[src/rtl/tlb_lookup_arb.sv]
// Arbitrates INST / DATA / PROBE onto the shared TLB search port; two-stage pipelined.
// Define TLB_ARB_RR_EN for DATA/INST round-robin instead of fixed priority with starvation guard.
module tlb_lookup_arb #(
    parameter int unsigned STARVE_LIMIT = 4,
    parameter int unsigned CNT_W        = 3
) (
    input  logic        clk,
    input  logic        reset,
    input  logic        inst_req,
    input  logic [18:0] inst_vpn2,
    input  logic        inst_odd,
    output logic        inst_ready,
    input  logic        data_req,
    input  logic [18:0] data_vpn2,
    input  logic        data_odd,
    output logic        data_ready,
    input  logic        probe_req,
    output logic        probe_ready,
    input  logic [31:0] c0_entryhi,
    input  logic        mtc0_pending,
    input  logic        flush,
    output logic [18:0] s_vpn2,
    output logic        s_odd_page,
    output logic [7:0]  s_asid,
    input  logic        s_found,
    input  logic [3:0]  s_index,
    input  logic [19:0] s_pfn,
    input  logic [2:0]  s_c,
    input  logic        s_d,
    input  logic        s_v,
    output logic        resp_valid,
    output logic [1:0]  resp_id,
    output logic        resp_found,
    output logic [3:0]  resp_index,
    output logic [19:0] resp_pfn,
    output logic [2:0]  resp_c,
    output logic        resp_d,
    output logic        resp_v
);

    localparam logic [1:0] ID_INST  = 2'b01;
    localparam logic [1:0] ID_DATA  = 2'b10;
    localparam logic [1:0] ID_PROBE = 2'b11;

    logic        probe_ok, data_ok, inst_ok, inst_pri;
    logic        grant_probe, grant_data, grant_inst;
    logic        capture;

    logic        s1_valid_q, s1_valid_d;
    logic [1:0]  s1_id_q, s1_id_d;
    logic [18:0] s1_vpn2_q, s1_vpn2_d;
    logic        s1_odd_q, s1_odd_d;

    logic        resp_valid_q, resp_valid_d;
    logic [1:0]  resp_id_q, resp_id_d;
    logic        resp_found_q, resp_found_d;
    logic [3:0]  resp_index_q, resp_index_d;
    logic [19:0] resp_pfn_q, resp_pfn_d;
    logic [2:0]  resp_c_q, resp_c_d;
    logic        resp_d_q, resp_d_d;
    logic        resp_v_q, resp_v_d;

`ifdef TLB_ARB_RR_EN
    logic        last_data_q, last_data_d;
`else
    logic [CNT_W-1:0] starve_cnt_q, starve_cnt_d;
`endif

    logic unused_entryhi;
    assign unused_entryhi = ^c0_entryhi[12:8];

    // Grant: PROBE first (unless a CP0 write is in flight), then DATA/INST.
    always_comb begin
        probe_ok = probe_req && !mtc0_pending && !reset;
        data_ok  = data_req && !flush && !reset;
        inst_ok  = inst_req && !flush && !reset;
`ifdef TLB_ARB_RR_EN
        inst_pri = last_data_q;
`else
        inst_pri = (starve_cnt_q == CNT_W'(STARVE_LIMIT));
`endif
        grant_probe = probe_ok;
        grant_data  = !probe_ok && data_ok && !(inst_pri && inst_ok);
        grant_inst  = !probe_ok && inst_ok && !grant_data;
    end

    assign probe_ready = grant_probe;
    assign data_ready  = grant_data;
    assign inst_ready  = grant_inst;

    // Stage 1 holds the accepted request while the TLB is searched.
    always_comb begin
        s1_valid_d = grant_probe || grant_data || grant_inst;
        s1_id_d    = s1_id_q;
        s1_vpn2_d  = s1_vpn2_q;
        s1_odd_d   = s1_odd_q;
        if (grant_probe) begin
            s1_id_d   = ID_PROBE;
            s1_vpn2_d = c0_entryhi[31:13];
            s1_odd_d  = 1'b0;
        end else if (grant_data) begin
            s1_id_d   = ID_DATA;
            s1_vpn2_d = data_vpn2;
            s1_odd_d  = data_odd;
        end else if (grant_inst) begin
            s1_id_d   = ID_INST;
            s1_vpn2_d = inst_vpn2;
            s1_odd_d  = inst_odd;
        end
    end

    assign s_vpn2     = s1_valid_q ? s1_vpn2_q : 19'd0;
    assign s_odd_page = s1_valid_q ? s1_odd_q : 1'b0;
    assign s_asid     = s1_valid_q ? c0_entryhi[7:0] : 8'd0;

    // Flush squashes INST/DATA lookups in stage 1; probes always complete.
    always_comb begin
        capture      = s1_valid_q && ((s1_id_q == ID_PROBE) || !flush);
        resp_valid_d = capture;
        resp_id_d    = resp_id_q;
        resp_found_d = resp_found_q;
        resp_index_d = resp_index_q;
        resp_pfn_d   = resp_pfn_q;
        resp_c_d     = resp_c_q;
        resp_d_d     = resp_d_q;
        resp_v_d     = resp_v_q;
        if (capture) begin
            resp_id_d    = s1_id_q;
            resp_found_d = s_found;
            resp_index_d = s_index;
            resp_pfn_d   = s_pfn;
            resp_c_d     = s_c;
            resp_d_d     = s_d;
            resp_v_d     = s_v;
        end
    end

`ifdef TLB_ARB_RR_EN
    always_comb begin
        last_data_d = last_data_q;
        if (grant_data) begin
            last_data_d = 1'b1;
        end else if (grant_inst) begin
            last_data_d = 1'b0;
        end
    end
`else
    // Counts consecutive cycles INST is denied; saturates at the limit.
    always_comb begin
        starve_cnt_d = starve_cnt_q;
        if (!inst_req || grant_inst) begin
            starve_cnt_d = '0;
        end else if (starve_cnt_q != CNT_W'(STARVE_LIMIT)) begin
            starve_cnt_d = starve_cnt_q + CNT_W'(1);
        end
    end
`endif

    always_ff @(posedge clk) begin
        if (reset) begin
            s1_valid_q   <= 1'b0;
            s1_id_q      <= '0;
            s1_vpn2_q    <= '0;
            s1_odd_q     <= 1'b0;
            resp_valid_q <= 1'b0;
            resp_id_q    <= '0;
            resp_found_q <= 1'b0;
            resp_index_q <= '0;
            resp_pfn_q   <= '0;
            resp_c_q     <= '0;
            resp_d_q     <= 1'b0;
            resp_v_q     <= 1'b0;
`ifdef TLB_ARB_RR_EN
            last_data_q  <= 1'b0;
`else
            starve_cnt_q <= '0;
`endif
        end else begin
            s1_valid_q   <= s1_valid_d;
            s1_id_q      <= s1_id_d;
            s1_vpn2_q    <= s1_vpn2_d;
            s1_odd_q     <= s1_odd_d;
            resp_valid_q <= resp_valid_d;
            resp_id_q    <= resp_id_d;
            resp_found_q <= resp_found_d;
            resp_index_q <= resp_index_d;
            resp_pfn_q   <= resp_pfn_d;
            resp_c_q     <= resp_c_d;
            resp_d_q     <= resp_d_d;
            resp_v_q     <= resp_v_d;
`ifdef TLB_ARB_RR_EN
            last_data_q  <= last_data_d;
`else
            starve_cnt_q <= starve_cnt_d;
`endif
        end
    end

    assign resp_valid = resp_valid_q;
    assign resp_id    = resp_id_q;
    assign resp_found = resp_found_q;
    assign resp_index = resp_index_q;
    assign resp_pfn   = resp_pfn_q;
    assign resp_c     = resp_c_q;
    assign resp_d     = resp_d_q;
    assign resp_v     = resp_v_q;

endmodule

[config.mk]
export PLATFORM = sky130hd
export DESIGN_NAME = tlb_lookup_arb
export DESIGN_NICKNAME = d
export VERILOG_FILES = /design/src/rtl/tlb_lookup_arb.sv
export SDC_FILE = /design/constraint.sdc
export NUM_CORES = 1
export LEC_CHECK = 0
export BUFFER_PORTS_ARGS = -buffer_cell sky130_fd_sc_hd__buf_2
export CAP_MARGIN = 40
export CELL_PAD_IN_SITES_DETAIL_PLACEMENT = 1
export CELL_PAD_IN_SITES_GLOBAL_PLACEMENT = 1
export CORE_MARGIN = 2
export CORE_UTILIZATION = 30
export CTS_CLUSTER_SIZE = 24
export DETAILED_ROUTE_END_ITERATION = 16
export PLACE_DENSITY = 0.91
export RECOVER_POWER = 25
export SETUP_SLACK_MARGIN = 0.4
export SYNTH_ARGS = -nofsm -noshare
export SYNTH_HDL_FRONTEND = slang
export SYNTH_SLANG_ARGS = --single-unit
[constraint.sdc]
create_clock -name clk -period 3.75 [get_ports clk]
set_clock_uncertainty 0.05 [all_clocks]
set_input_delay 0.1875 -clock clk [delete_from_list [all_inputs] [get_ports clk]]
set_output_delay 0.1875 -clock clk [all_outputs]
set_load 0.05 [all_outputs]
== Yosys cells after proc, flatten, opt, wreduce, memory -nomap -nowiden ==
Cells that the tools add are included.
Widths: inputs -> output; s select.

* Input port bits: 109
* Output and inout bits: 64
* Bits in registers: 59
* Word-level logic and storage cells: 55

* Muxes and demuxes: 11
* Eq/ne operators: 3
* $add $sub $neg: 1
* Reduce and logical (&&, ||, !) cells: 27

{| class="wikitable"
|+ Operators by type and width
! cell !! number
|-
| $mux 19 || 4
|-
| $logic_and 1x1->1 || 12
|-
| $mux 8 || 1
|-
| $logic_not 1->1 || 7
|-
| $mux 2 || 3
|-
| $logic_or 1x1->1 || 4
|-
| $reduce_or 2->1 || 2
|-
| $add 3x1->3 const B || 1
|-
| $eq 3x3->1 const B || 1
|-
| $mux 1 || 3
|-
| $ne 3x3->1 const B || 1
|-
| $reduce_bool 3->1 || 1
|-
| $eq 2x2->1 const B || 1
|-
| $reduce_bool 2->1 || 1
|}

== Longest topological paths before layout ==
Gate-level depths: netlist (run 1).

* Depth in word-level cells: 11
* Depth in mapped cells: 7
* Mapped depth without buffers: 6

== Worst setup path before layout (run 1) ==
OpenSTA, ideal clock, no wires.

* Path type: flip-flop to output port
* Start point: register starve_cnt_q[0]
* End point: output port inst_ready
* Data required time: 3.513 ns
* Buffers on the path: 1
* Cell stages (with the launch flop): 7
* Path slack: 1.000 ns
* Data arrival time: 2.512 ns
* Path through: dfxtp_1 -> inv_1 -> ha_1 -> nand3_1 -> and2_1 -> buf_4 -> nor4_1

* Cells in the longest elaborated chain, start to end: 6

{| class="wikitable"
|+ RTL lines
! element !! RTL line !! RTL
|-
| from (decl) || 66 || <nowiki>logic [CNT_W-1:0] starve_cnt_q, starve_cnt_d;</nowiki>
|-
| from (signal assigned) || 194 || <nowiki>starve_cnt_q <= starve_cnt_d;</nowiki>
|-
| $eq 3x3->1 || 80 || <nowiki>inst_pri = (starve_cnt_q == CNT_W'(STARVE_LIMIT));</nowiki>
|-
| $logic_and 1x1->1 || 83 || <nowiki>grant_data = !probe_ok && data_ok && !(inst_pri && inst_ok);</nowiki>
|-
| $logic_not 1->1 || 83 ||
|-
| $logic_and 1x1->1 || 83 ||
|-
| $logic_not 1->1 || 84 || <nowiki>grant_inst = !probe_ok && inst_ok && !grant_data;</nowiki>
|-
| $logic_and 1x1->1 || 84 ||
|-
| to (decl) || 12 || <nowiki>output logic inst_ready,</nowiki>
|}

No other way between the ends.

== Worst setup path in the final report (run 1) ==
* Start point: input port reset
* End point: output port data_ready

* Cells in the longest elaborated chain, start to end: 5
* Elaborated cells on any way between the ends: 9
* Classes of those cells: reduce/logical: 9

{| class="wikitable"
|+ RTL lines
! element !! RTL line !! RTL
|-
| from (decl) || 8 || <nowiki>input logic reset,</nowiki>
|-
| $logic_not 1->1 (*) || 74, 75, 76 ||
|-
| $logic_and 1x1->1 (on tied branches) || 74, 76 ||
|-
| $logic_not 1->1 or $logic_and 1x1->1 (tied branches) || 83 ||
|-
| $logic_and 1x1->1 or $logic_not 1->1 (tied branches) || 83 ||
|-
| $logic_and 1x1->1 (*) || 83 ||
|-
| to (decl) || 16 || <nowiki>output logic data_ready,</nowiki>
|}

Every way passes the cells marked *; elsewhere a longest branch is shown, timed or not.

==> results.cfg, run 1 <==
[clock_network]
ctsHtreeMaxLevel = 3
post-cts-setup-buffers = 0
clk_pin_slew_ps = 70
cts_tree = yes
cts.path.max_buffers = 2
cts.repair.resized = 0
hold_buffers = 0
clock_sinks = 59
cts_buffers = 9
clkLatencyLatePin_ps = 330
cts_root_buf = clkbuf_8

[sta]
fin_hold_ws_ps = 41.39
rsz0062_at_grt = no
post-route-period-util = 0.7415
fmax_mhz = 359.6
worst_pin_slew_ps = 1801
setup_tns_ps = 0
min_period_ps = 2781
hold_viol = 0
slew_viol_final = 41
setup_viol = 0
max_slew_margin = -0.2009

[synth]
ys_warn_count = 0
synth_top_area_share = 0.4407
synth_cell_type_count = 29
synthTopCellsByArea = dfxtp_1, nand2_1, and2_1
synth_area_per_cell_um2 = 7.724
synth_cells = 347
yosysTopAreaCell = dfxtp_1
syn_area_mm2 = 0.002680
synth.net_count = 458
ys_ff_latch = 59
ys_seq_area_frac = 0.4407

[finish]
fin_util = 0.4325
final_cell_mix = buf_2, nand2_1, dfxtp_1, a21oi_1
layout.nets = 616
diodes = 0
layout_commonest_cell = buf_2
fin_cells = 618
drive_gt1_frac = 0.3235
areaGrowthSynthToFinish_pct = 40.06

[global_routing]
antenna_found_initial = 0
grt_pass1_vias = 3187
grt_max_degree = 41
use_met2 = 0.3412
gr-usage-all-layers = 0.1930
overflow = 0
met3_usage = 0.05106
grt.busiest_layer = met2
gr-usage-met1 = 0.2245
grt_pass1_wl_um = 15050

[floorplanning]
die_h_um = 98.52
io_pins = 173
rows = 34
die_w_um = 98.52
die_area_mm2 = 0.009705
core_area_mm2 = 0.008678
start_util = 0.3088

[place]
hpwlAfterDp_um = 6927
io_buffers = 167
gp_congestion = 0.7116
placed_cells_incl_taps = 602

[status]
outcome = finished, violations left
violations = capacitance limit, slew limit

[drt]
drtAntennaViolNets = 0
drtIter0Drc = 80
drc_errors = 0
vias = 3009
avgRoutedWirePerCell_um = 15.16
first_pass_iters = 4
viasPerCell = 4.869
totalWireLength_um = 9368

[power]
p_int_uw = 1145
p_comb_frac = 0.195
clkPwrFrac = 0.387
seqPwrFrac = 0.418
ir_drop_v = 0.0002642
power_density_mw_per_mm2 = 439.3
p_switching_uw = 503.7
p_sw_frac = 0.3055
p_leak_uw = 0.001671

[hold_path]
hp-class = input port to register
hold_path_depth = 3

[worst_setup_path]
critPathRequiredTime_ps = 3510
path_max_fanout = 40
cp-start-kind = input port
critPathKind = input port to output port
endpoint_kind = output port
reg2reg_depth = 6
arrival_ps = 2540

[job]
maxCapViolations = 1
==> registers in the layout, indices dropped and copies added (netlist names) <==
register      cells
resp_pfn         20
s1_vpn2_q        19
resp_index        4
resp_c            3
starve_cnt_q      3
resp_id           2
s1_id_q           2
resp_d            1
resp_found        1
resp_v            1
resp_valid        1
s1_odd_q          1
s1_valid_q        1
==> worst paths after layout <==
path                                      from                         to  slack (ps)
hold reg to reg      s1_vpn2_q[0]$_SDFFE_PP0P_  s1_vpn2_q[0]$_SDFFE_PP0P_         400
hold / removal                        s_pfn[5]   resp_pfn[5]$_SDFFE_PP0P_          40
setup / recovery                         reset                 data_ready         970
setup reg to reg  starve_cnt_q[0]$_SDFFE_PP0N_  s1_vpn2_q[9]$_SDFFE_PP0P_        1520
==> kinds of logic after synthesis <==
group | after synthesis | share of synthesized area
flops | 59 | 0.4407
xor+xnor | 1 | 0.003269
mux | 1 | 0.003735
simple gates | 155 | 0.2661
compound gates | 80 | 0.1895
fa+ha+maj | 2 | 0.009336
buf+inv | 49 | 0.08730
==> layer usage <==
layer | part of all wire | up-vias | routed length [um]
li1 | - | 1471 | -
met1 | 0.42 | 1413 | 3906
met2 | 0.50 | 109 | 4727
met3 | 0.059 | 16 | 549
met4 | 0.020 | 0 | 184
met5 | 0 | - | 0
==> synthesized netlist by cell type, drive strengths merged <==
library cell / number
mux2i: 1
xnor2: 1
dfxtp: 59
a21oi: 37
and2b: 2
inv: 23
o32ai: 19
a211o: 1
clkbuf: 9
nor2: 25
a21bo: 1
nand4: 1
and2: 30
o21ai: 20
nand3: 4
o21bai: 1
nand2: 69
nor4: 1
ha: 2
nand2b: 2
buf: 17
a2111oi: 1
nor3: 20
nor2b: 1
==> worst max-delay path, stage by stage <==
cell,delay (ps)
clkbuf_1,1270
inv_1,280
nand4_2,490
inv_1,70
buf_2,220
==> power by group through the flow <==
stage	registers, uW	clock network, uW	logic, uW
after floorplan	743	0	169
after global placement	700	0	309
after detailed placement	703	0	327
after CTS	689	651	328
after global routing	695	699	349
final	689	638	322
==> through the flow <==
step | total power (uW) | cell area [um2] | setup slack (ps)
after detailed placement | 1030 | 3575 | 1560
after global placement | 1009 | 3518 | 1406
after floorplan | 912.2 | 2680 | 1000
after global routing | 1743 | 3754 | 705.9
final | 1649 | 3754 | 969.3
after CTS | 1668 | 3791 | 1256
==> area by class of cell <==
type | count | area [um2]
well taps | 108 | 135.1
fillers | 1157 | 4925
clock inverters | 7 | 92.59
clock buffers | 9 | 123.9
multi-input cells | 239 | 1265
flip-flops and latches | 59 | 1181
repair buffers | 173 | 869.6
inverters | 23 | 86.33
Power figures use the tool's default switching activity.
==> inputs of run 2 (changes only) <==
Settings changed: CORE_UTILIZATION 30 to 26, PLACE_DENSITY 0.91 to 0.84.
Clock period 3.75 ns to 2.3 ns, I/O delays scaled along.
==> run 2 against run 1 <==
Against the previous run: the run now ends clean; sequential power grew 63%; routed wire length grew 13%; combinational power grew 88%; global-route usage is 0.35 points lower; first-iteration DRC count is 55% higher; final cell count up 11%; largest power group unchanged.
==> results.cfg, run 2 (synthesized netlist as in run 1, its figures left out) <==
[status]
outcome = finished clean

[drt]
vias = 3182
avgRoutedWirePerCell_um = 15.41
drc_errors = 0
viasPerCell = 4.632
first_pass_iters = 4
drtAntennaViolNets = 0
totalWireLength_um = 10590
drtIter0Drc = 124

[clock_network]
cts.path.max_buffers = 2
ctsHtreeMaxLevel = 3
clkLatencyLatePin_ps = 330
clk_pin_slew_ps = 70
cts_tree = yes
cts_root_buf = clkbuf_8
cts_buffers = 9
clock_sinks = 59

[floorplanning]
die_area_mm2 = 0.01114
core_area_mm2 = 0.01018
start_util = 0.2631
die_h_um = 105.5
rows = 37
die_w_um = 105.5
io_pins = 173

[global_routing]
grt_pass1_vias = 3399
overflow = 0
grt_max_degree = 39
grt.busiest_layer = met2
gr-usage-all-layers = 0.1895
use_met2 = 0.3456
met3_usage = 0.05009
gr-usage-met1 = 0.2152
antenna_found_initial = 0
grt_pass1_wl_um = 16750

[worst_setup_path]
crit_start = starve_cnt_q[1]$_SDFFE_PP0N_
reg2reg_from = starve_cnt_q[1]$_SDFFE_PP0N_
endpoint_kind = output port
critPathRequiredTime_ps = 2130
path_max_fanout = 4
arrival_ps = 1760
critPathKind = register to output port
reg2reg_depth = 8
r2r-end = s1_vpn2_q[16]$_SDFFE_PP0P_
r2r_slack_ps = 590
cp-start-kind = register

[place]
hpwlAfterDp_um = 7089
io_buffers = 167
gp_congestion = 0.7674

[finish]
largest_reg_flops = 20
diodes = 0
drive_gt1_frac = 0.3321
layout.nets = 657
layout_commonest_cell = buf_2
areaGrowthSynthToFinish_pct = 57.10
final_cell_mix = buf_2, nand2_1, dfxtp_1, a21oi_1

[power]
p_leak_uw = 0.001856
p_sw_frac = 0.3206
power_density_mw_per_mm2 = 615.5
p_comb_frac = 0.234
seqPwrFrac = 0.431
p_switching_uw = 830.9
clkPwrFrac = 0.336
ir_drop_v = 0.0003053
p_int_uw = 1761

[sta]
setup_tns_ps = 0
fmax_mhz = 520.6
rsz0062_at_grt = yes
post-route-period-util = 0.8351
worst_pin_slew_ps = 938.1
min_period_ps = 1921
max_slew_margin = 0.3746
hold_viol = 0
fin_hold_ws_ps = 34.60
slew_viol_final = 0
setup_viol = 0

[job]
maxCapViolations = 0

[hold_path]
hold_path_depth = 3
hp-class = input port to register
hold_end = s1_vpn2_q[11]$_SDFFE_PP0P_
min_from = c0_entryhi[24]
[run 2: changes by cell type in the layout (fill, tap and decap cells not counted), moves of 2 or more]
| cell | change |
|---|---|
| buf_12 | +2 |
| buf_4 | +11 |
| buf_8 | -2 |
| bufinv_16 | -2 |
| clkbuf_8 | +2 |
| dfxtp_1 | -2 |
| dfxtp_2 | +2 |
| dlygate4sd3_1 | +30 |
| inv_1 | -2 |
| inv_2 | +2 |
[run 2: power groups by stage]
stage | clock [uW] | combinational (uW) | sequential, uW
finish | 870 | 606 | 1120
global route | 966 | 654 | 1120
CTS | 903 | 601 | 1110
detailed placement | 0 | 554 | 1140
global placement | 0 | 529 | 1130
floorplan | 0 | 279 | 1210
[run 2: routing by layer]
layer  part of all wire  vias to the layer above
li1                   -                     1552
met1               0.41                     1510
met2               0.52                      105
met3              0.053                       15
met4              0.020                        0
met5                  0                        -
[run 2: layout make-up]
type / instances / area [um2]
repair buffers: 214 / 1286
inverters: 23 / 86.33
multi-input cells: 239 / 1304
well taps: 136 / 170.2
clock inverters: 4 / 25.02
clock buffers: 12 / 155.1
fillers: 1296 / 5974
flip-flops and latches: 59 / 1184
[run 2: critical path, cell delays in order, from the launching register on]
cell and delay, ps:
dfxtp_2 330, inv_2 40, ha_1 250, nand3_4 120
and2_4 180, nor4_4 290, buf_6 210
[run 2: worst max path at each step]
stage | endpoint | slack, ps | depth (start not counted)
after CTS | data_ready | 380 | 7
final | inst_ready | 380 | 6
after global routing | inst_ready | 270 | 6
after global placement | inst_ready | 520 | 6
after detailed placement | data_ready | 500 | 7
after floorplan | inst_ready | 520 | 6
[run 2: stage by stage]
stage	util	std cells	instance area, um2	setup WS (ps)	power, uW
floorplan	-	347	2695	515.3	1490
global placement	0.3560	632	3626	523.1	1661
detailed placement	0.3602	634	3669	503.6	1690
CTS	0.4104	680	4180	383.7	2616
global route	0.4134	687	4210	267.4	2743
finish	0.4134	687	4210	379.2	2592
[run 2: timing repair]
item	4_1_cts	5_1_grt
hold buffers	30	0
setup endpoints to repair	2	2
pin swaps	2	2
setup buffers	0	7
endpoints found under the hold margin	30	0
resized for setup	9	8
cloned	0	0
